`src/rtl/wt_mem_port_arbiter.sv`:
```
// Round-robin arbiter sharing the memory adapter port between I$ and D$,
// with per-requester outstanding throttling and source-tagged return routing.
module wt_mem_port_arbiter #(
    parameter int unsigned PayloadWidth   = 128,
    parameter int unsigned MaxOutstanding = 4,
    parameter int unsigned CntWidth       = $clog2(MaxOutstanding + 1)
) (
    input  logic                    clk_i,
    input  logic                    rst_ni,
    input  logic                    icache_data_req_i,
    output logic                    icache_data_ack_o,
    input  logic [PayloadWidth-1:0] icache_data_i,
    input  logic                    dcache_data_req_i,
    output logic                    dcache_data_ack_o,
    input  logic [PayloadWidth-1:0] dcache_data_i,
    output logic                    mem_data_req_o,
    input  logic                    mem_data_ack_i,
    output logic [PayloadWidth-1:0] mem_data_o,
    output logic                    mem_src_o,
    input  logic                    mem_rtrn_vld_i,
    input  logic                    mem_rtrn_src_i,
    output logic                    icache_rtrn_vld_o,
    output logic                    dcache_rtrn_vld_o,
    output logic                    idle_o,
    output logic                    err_o
);

    typedef enum logic {Idle, Busy} state_e;

    localparam logic [CntWidth-1:0] CntMax = CntWidth'(MaxOutstanding);
    localparam logic [CntWidth-1:0] CntOne = CntWidth'(1);

    state_e                state_q, state_d;
    logic                  gnt_src_q, gnt_src_d;
    logic                  rr_q, rr_d;
    logic [CntWidth-1:0]   cnt_i_q, cnt_i_d;
    logic [CntWidth-1:0]   cnt_d_q, cnt_d_d;
    logic                  err_q, err_d;

    logic busy, accept, elig_i, elig_d;
    logic inc_i, inc_d, rtrn_i, rtrn_d;
    logic zero_i, zero_d, dec_i, dec_d;

    assign busy   = (state_q == Busy);
    assign accept = busy && mem_data_ack_i;
    assign elig_i = icache_data_req_i && (cnt_i_q < CntMax);
    assign elig_d = dcache_data_req_i && (cnt_d_q < CntMax);
    assign inc_i  = accept && !gnt_src_q;
    assign inc_d  = accept && gnt_src_q;
    assign rtrn_i = mem_rtrn_vld_i && !mem_rtrn_src_i;
    assign rtrn_d = mem_rtrn_vld_i && mem_rtrn_src_i;
    assign zero_i = (cnt_i_q == '0);
    assign zero_d = (cnt_d_q == '0);
    // A return against an empty counter is flagged, never wrapped
    assign dec_i  = rtrn_i && !zero_i;
    assign dec_d  = rtrn_d && !zero_d;

    always_ff @(posedge clk_i or negedge rst_ni) begin
        if (!rst_ni) begin
            state_q   <= Idle;
            gnt_src_q <= 1'b0;
            rr_q      <= 1'b0;
            cnt_i_q   <= '0;
            cnt_d_q   <= '0;
            err_q     <= 1'b0;
        end else begin
            state_q   <= state_d;
            gnt_src_q <= gnt_src_d;
            rr_q      <= rr_d;
            cnt_i_q   <= cnt_i_d;
            cnt_d_q   <= cnt_d_d;
            err_q     <= err_d;
        end
    end

    always_comb begin
        state_d   = state_q;
        gnt_src_d = gnt_src_q;
        rr_d      = rr_q;
        unique case (state_q)
            Idle: begin
                if (elig_i || elig_d) begin
                    state_d   = Busy;
                    gnt_src_d = (elig_i && elig_d) ? rr_q : elig_d;
                end
            end
            Busy: begin
                if (mem_data_ack_i) begin
                    state_d = Idle;
                    rr_d    = ~gnt_src_q;
                end
            end
            default: state_d = Idle;
        endcase
    end

    always_comb begin
        cnt_i_d = cnt_i_q;
        cnt_d_d = cnt_d_q;
        unique case ({inc_i, dec_i})
            2'b10:   cnt_i_d = cnt_i_q + CntOne;
            2'b01:   cnt_i_d = cnt_i_q - CntOne;
            default: cnt_i_d = cnt_i_q;
        endcase
        unique case ({inc_d, dec_d})
            2'b10:   cnt_d_d = cnt_d_q + CntOne;
            2'b01:   cnt_d_d = cnt_d_q - CntOne;
            default: cnt_d_d = cnt_d_q;
        endcase
        err_d = err_q || (rtrn_i && zero_i) || (rtrn_d && zero_d);
    end

    always_comb begin
        mem_data_req_o    = busy;
        mem_src_o         = busy && gnt_src_q;
        mem_data_o        = '0;
        if (busy) begin
            mem_data_o = gnt_src_q ? dcache_data_i : icache_data_i;
        end
        icache_data_ack_o = inc_i;
        dcache_data_ack_o = inc_d;
        icache_rtrn_vld_o = rtrn_i;
        dcache_rtrn_vld_o = rtrn_d;
        idle_o            = !busy && zero_i && zero_d;
        err_o             = err_q;
    end

endmodule

```
`config.mk`:
```
export PLATFORM = sky130hd
export DESIGN_NAME = wt_mem_port_arbiter
export DESIGN_NICKNAME = d
export VERILOG_FILES = /design/src/rtl/wt_mem_port_arbiter.sv
export SDC_FILE = /design/constraint.sdc
export NUM_CORES = 1
export LEC_CHECK = 0
export BUFFER_PORTS_ARGS = -buffer_cell sky130_fd_sc_hd__buf_2
export CORE_AREA = 4 4 154 156
export CTS_CLUSTER_DIAMETER = 200
export DETAILED_ROUTE_END_ITERATION = 7
export DIE_AREA = 0 0 158 160
export PLACE_DENSITY = 0.46
export SYNTH_ARGS = -nofsm -noshare
export SYNTH_HDL_FRONTEND = slang
export SYNTH_SLANG_ARGS = --single-unit
```
`constraint.sdc`:
```
create_clock -name clk_i -period 2.6 [get_ports clk_i]
set_clock_uncertainty 0.15 [all_clocks]
set_input_delay 0.26 -clock clk_i [delete_from_list [all_inputs] [get_ports clk_i]]
set_output_delay 0.26 -clock clk_i [all_outputs]
set_load 0.02 [all_outputs]
```
# [Word level (Yosys, flattened, before mapping)]
# Cells that the tools add are included.
[totals] reg_bits=10 in_bits=263 out_inout_bits=136 elab_cells=55
[op_classes] add_sub_neg=4 order_cmp=2 eq_ne=4 n_mux=8 bitwise=2 n_reduce_logical=29
[ops] operator="two-way mux 128 bit" count=2
[ops] operator="logical AND 1 bit" count=15
[ops] operator="one-hot mux 3 bit (2 select lines)" count=2
[ops] operator="adder 3 x 1 -> 3 bit, second input constant" count=2
[ops] operator="zero test 3 bit" count=2
[ops] operator="< comparator 3 bit, second input constant" count=2
[ops] operator="subtractor 3 x 1 -> 3 bit, second input constant" count=2
[ops] operator="zero test 1 bit" count=5
[ops] operator="equality test 2 x 1 -> 1 bit, second input constant" count=2
[ops] operator="equality test 2 bit, second input constant" count=2
[ops] operator="AND reduction 2 bit" count=2
[ops] operator="nonzero test 2 bit" count=2
[ops] operator="logical OR 1 bit" count=3
[ops] operator="two-way mux 1 bit" count=3
[ops] operator="inverter 1 bit" count=2
[ops] operator="one-hot mux 1 bit (2 select lines)" count=1

# [Depth between registers and ports, before layout]
[logic_depth] ltp_word=5 depth_mapped=10 depth_no_buf=9

# [Worst setup path after synthesis]
# No wires, ideal clock.
[synth_timing] kind="register -> register" start="register gnt_src_q" end="register cnt_i_q[2]" setup_ps=125 arrival_ps=1856 required_time_ps=2325 path_slack_ps=469 path_stages_with_launch=11 n_path_buf=2 synth_period_minus_slack_ps=2131 path_cell_list="dfrtp_1 > buf_4 > buf_8 > nor2_1 > inv_1 > ha_1 > inv_1 > fa_1 > xor2_1 > nor2_1 > xor2_1"
[synth_via] elab_chain_cells=4 word_cells_on_any_way=6 cone_classes="eq/ne: 2; mux: 1; reduce/logical: 3"
[synth_rtl] item="start: declaration" line_no="34" source="logic gnt_src_q, gnt_src_d;"
[synth_rtl] item="start signal: assignment" line_no="68" source="gnt_src_q <= gnt_src_d;"
[synth_rtl] item="zero test 1 bit *" line_no="48" source="assign inc_i = accept && !gnt_src_q;"
[synth_rtl] item="logical AND 1 bit *" line_no="48"
[synth_rtl] item="named net icache_data_ack_o" line_no="11" source="output logic icache_data_ack_o,"
[synth_rtl] item="equality test 2 x 1 -> 1 bit / equality test 2 bit (equally long branches)" line_no="100" source="unique case ({inc_i, dec_i})"
[synth_rtl] item="one-hot mux 3 bit (2 select lines) / nonzero test 2 bit (equally long branches)"
[synth_rtl] item="end signal: assignment" line_no="70" source="cnt_i_q <= cnt_i_d;"
[synth_rtl] item="end: declaration" line_no="36" source="logic [CntWidth-1:0] cnt_i_q, cnt_i_d;"
# Mark *: on every way through the listed nets, which the timed path passes. The rest lies on a longest branch.
# A chain may end at the register's enable or synchronous reset.

# [Worst setup path in the final report]
[layout_timing] start="register gnt_src_q" end="output mem_data_o[53]"
[layout_via] elab_chain_cells=2
[layout_rtl] item="two-way mux 128 bit" line_no="118" source="mem_data_o = gnt_src_q ? dcache_data_i : icache_data_i;"
[layout_rtl] item="two-way mux 128 bit" line_no="117" source="if (busy) begin"
[layout_rtl] item="end: declaration" line_no="18" source="output logic [PayloadWidth-1:0] mem_data_o,"
# No other way between the ends.

==> summary.txt <==
Io pins - 399
Synth Register Bits - 10
Max Buffers Root-to-Sink - 2
R2r setup slk - 0.51 ns
Setup_tns - 0 ns
Unique masters post-synth - 23
Unrepaired setup endpoints after global routing - no
Layout net count - 985
R2R depth - 8
Crit-path max FO - 59
Hold_sp - mem_rtrn_vld_i
Final Total Pwr - 5.22 mW
Antenna violations before repair - 0
Worst slew pin tran - 0.450 ns
Total wire length - 12.7 mm
Leak - 3.02 nW
CORE AREA - 0.0224 mm²
CTS tree - built
Pwr dens - 1080 mW/mm²
WHS Path Cells - 2
Drt pass-1 iters - 4
Area Growth Syn to Fin - 89.5%
Worst EP arrival - 1.77 ns
Die width - 158 µm
FMAX - 459 MHz
Clock slew at reported path FFs - 0.04 ns
Worst VDD drop - 0.650 mV
Synth Cell Area - 0.00256 mm²
GPL Wtd Cong - 0.843
Die H - 160 µm
Crit-path slowest cell - dfrtp_4
Port bufs - 398
Antenna viol nets, final - 0
Final worst-path cycle share - 83.8%
Slew Limit Fails - 0
Critical Path Source Type - flip-flop
Number of flops mapped to enable cells by yosys - 0
Fin crit period - 2.18 ns
Status - finished, final reports clean
Crit path kind - reg -> out
Ys Warns - 0
Post-Synthesis Cells - 338
Grt total ovfl - 0
Skew-Pair Late Insertion Delay - 0.24 ns
Ordered list of cells on the worst path - buf_12 -> mux2i_1 -> nor2_1 -> buf_2
Vias - 3,630
Synth Area per Inst - 7.56 µm²
Async SR Flop Fraction - 100%
Worst Setup End Kind - output pin
Ant. Diodes - 0
Num CTS Buffers - 3
Drt drc - 0
Rows - 55
Root Buffer - clkbuf_16
Min-delay worst type - in -> reg
Yosys top cell area share - 51.3%
Final Util - 21.7%
Clk sinks - 10
Wirelength per Cell - 12.7 µm
Dominant cells by area after synthesis - mux2i_1, nor2_1, dfrtp_1, buf_8, buf_4
Largest net degree at the start of global routing - 67
Worst Path Required - 2.19 ns
Hpwl dp - 10.7 mm
Worst rel slew slack - 70.0%
R2r endpoint - cnt_d_q[2]
Max incr delay on CP - 0.52 ns
Die Footprint - 0.0253 mm²
Top FF cell, synth - dfrtp_1
Syn_nets - 605
Overall Global Routing Usage - 8.41%
Final hold vios - 0
Cell taking the most area after synthesis - mux2i_1
MaxCap Viol Count - 0
FF-to-FF Start - cnt_d_q[2]
Hold Path Sink - err_o
Htree depth - 1
Sequential share of the synthesized area - 9.79%
Setup Viol. Count Final - 0
Share of layout cells above drive strength 1 - 56.9%
Initial Util - 11.4%
Vias in the first global route - 3,492
First-pass GRT wire length - 17.6 mm
Synth cell count leaders - mux2i_1, nor2_1, dfrtp_1, inv_1
DR vias/cell - 3.62
Initial drt markers - 135
[area by class of cell]
| class | count | area (µm²) |
|---|---|---|
| well taps | 285 | 357 |
| repair buffers | 404 | 2090 |
| multi-input cells | 290 | 2030 |
| clock buffers | 4 | 78.8 |
| inverters | 9 | 36.3 |
| fillers | 2514 | 17500 |
| flip-flops and latches | 10 | 254 |
[layer usage]
layer  routed length [µm]  vias to the layer above  GRT usage (%)
met3                 1190                       15           1.52
li1                     -                     1887              -
met2                 6430                      191           16.1
met5                    0                        -              0
met1                 4930                     1537           9.64
met4                  149                        0           1.59
[power by group]
group          internal [mW]  switching (mW)
clock network          0.206          0.0757
registers              0.244           0.100
logic                   1.75            2.84
total                   2.20            3.02
[worst max path at each step]
stage,start,endpoint,slack [ns],depth (start not counted)
after global routing,cnt_d_q[2],cnt_d_q[2],0.39,8
after detailed placement,cnt_d_q[2],cnt_d_q[2],0.52,8
after floorplan,gnt_src_q,cnt_i_q[2],0.47,10
after global placement,cnt_d_q[2],cnt_d_q[2],0.53,8
after CTS,gnt_src_q,mem_data_o[47],0.46,4
final,gnt_src_q,mem_data_o[53],0.42,4
[cells in the final DEF (no fill, tap or decap)]
cell,count
buf_2,398
mux2i_1,131
nor2_1,131
dfrtp_1,9
inv_1,8
and2_1,4
xor2_1,4
buf_12,4
nor2b_1,3
clkbuf_16,3
or3_1,2
nand2_1,2
a21o_1,2
xnor2_1,2
fa_1,2
ha_1,2
inv_4,1
nand3_1,1
nor3_1,1
o31a_1,1
a21oi_1,1
a31oi_1,1
clkbuf_1,1
dfrtp_4,1
dlygate4sd3_1,1
buf_4,1
[cells by family after synthesis]
kind of cell | after synthesis | synth area share (%)
AOI/OAI and AO/OA | 5 | 1.37
xor gates and xnor gates | 6 | 2.06
adders and majority gates | 4 | 2.55
buffers and inverters | 38 | 10.8
DFF | 10 | 9.79
muxes | 131 | 51.3
and+or+nand+nor | 144 | 22.1
[repair_timing]
item                      4_1_cts  5_1_grt
hold endpoints to repair       10        0
gates resized for setup         0        0
hold buffers                    1        0
buffers inserted                0        0
[per-stage QoR]
stage	instances	cell area, µm²	hold slack [ns]	worst slack, ns
3_5_place_dp	997	4760	-0.00422	0.521
4_1_cts	1002	4840	0.0966	0.462
3_3_place_gp	997	4760	-0.00570	0.528
2_1_floorplan	338	2560	-0.186	0.469
6_report	1002	4840	0.0950	0.420
5_1_grt	1002	4840	0.110	0.386
[critical path, delay by kind of cell (launching register included)]
kind / cells / cell delay [ns]
and+or+nand+nor: 1 / 0.22
muxes: 1 / 0.14
DFF: 1 / 0.52
buffers and inverters: 2 / 0.57
[state kept, by name, indices dropped and copies added, names as in the netlist]
name and count:
gnt_src_q 1, cnt_d_q 3, cnt_i_q 3, rr_q 1
mem_data_req_o 1, err_o 1
(Power assumes the default switching activity.)
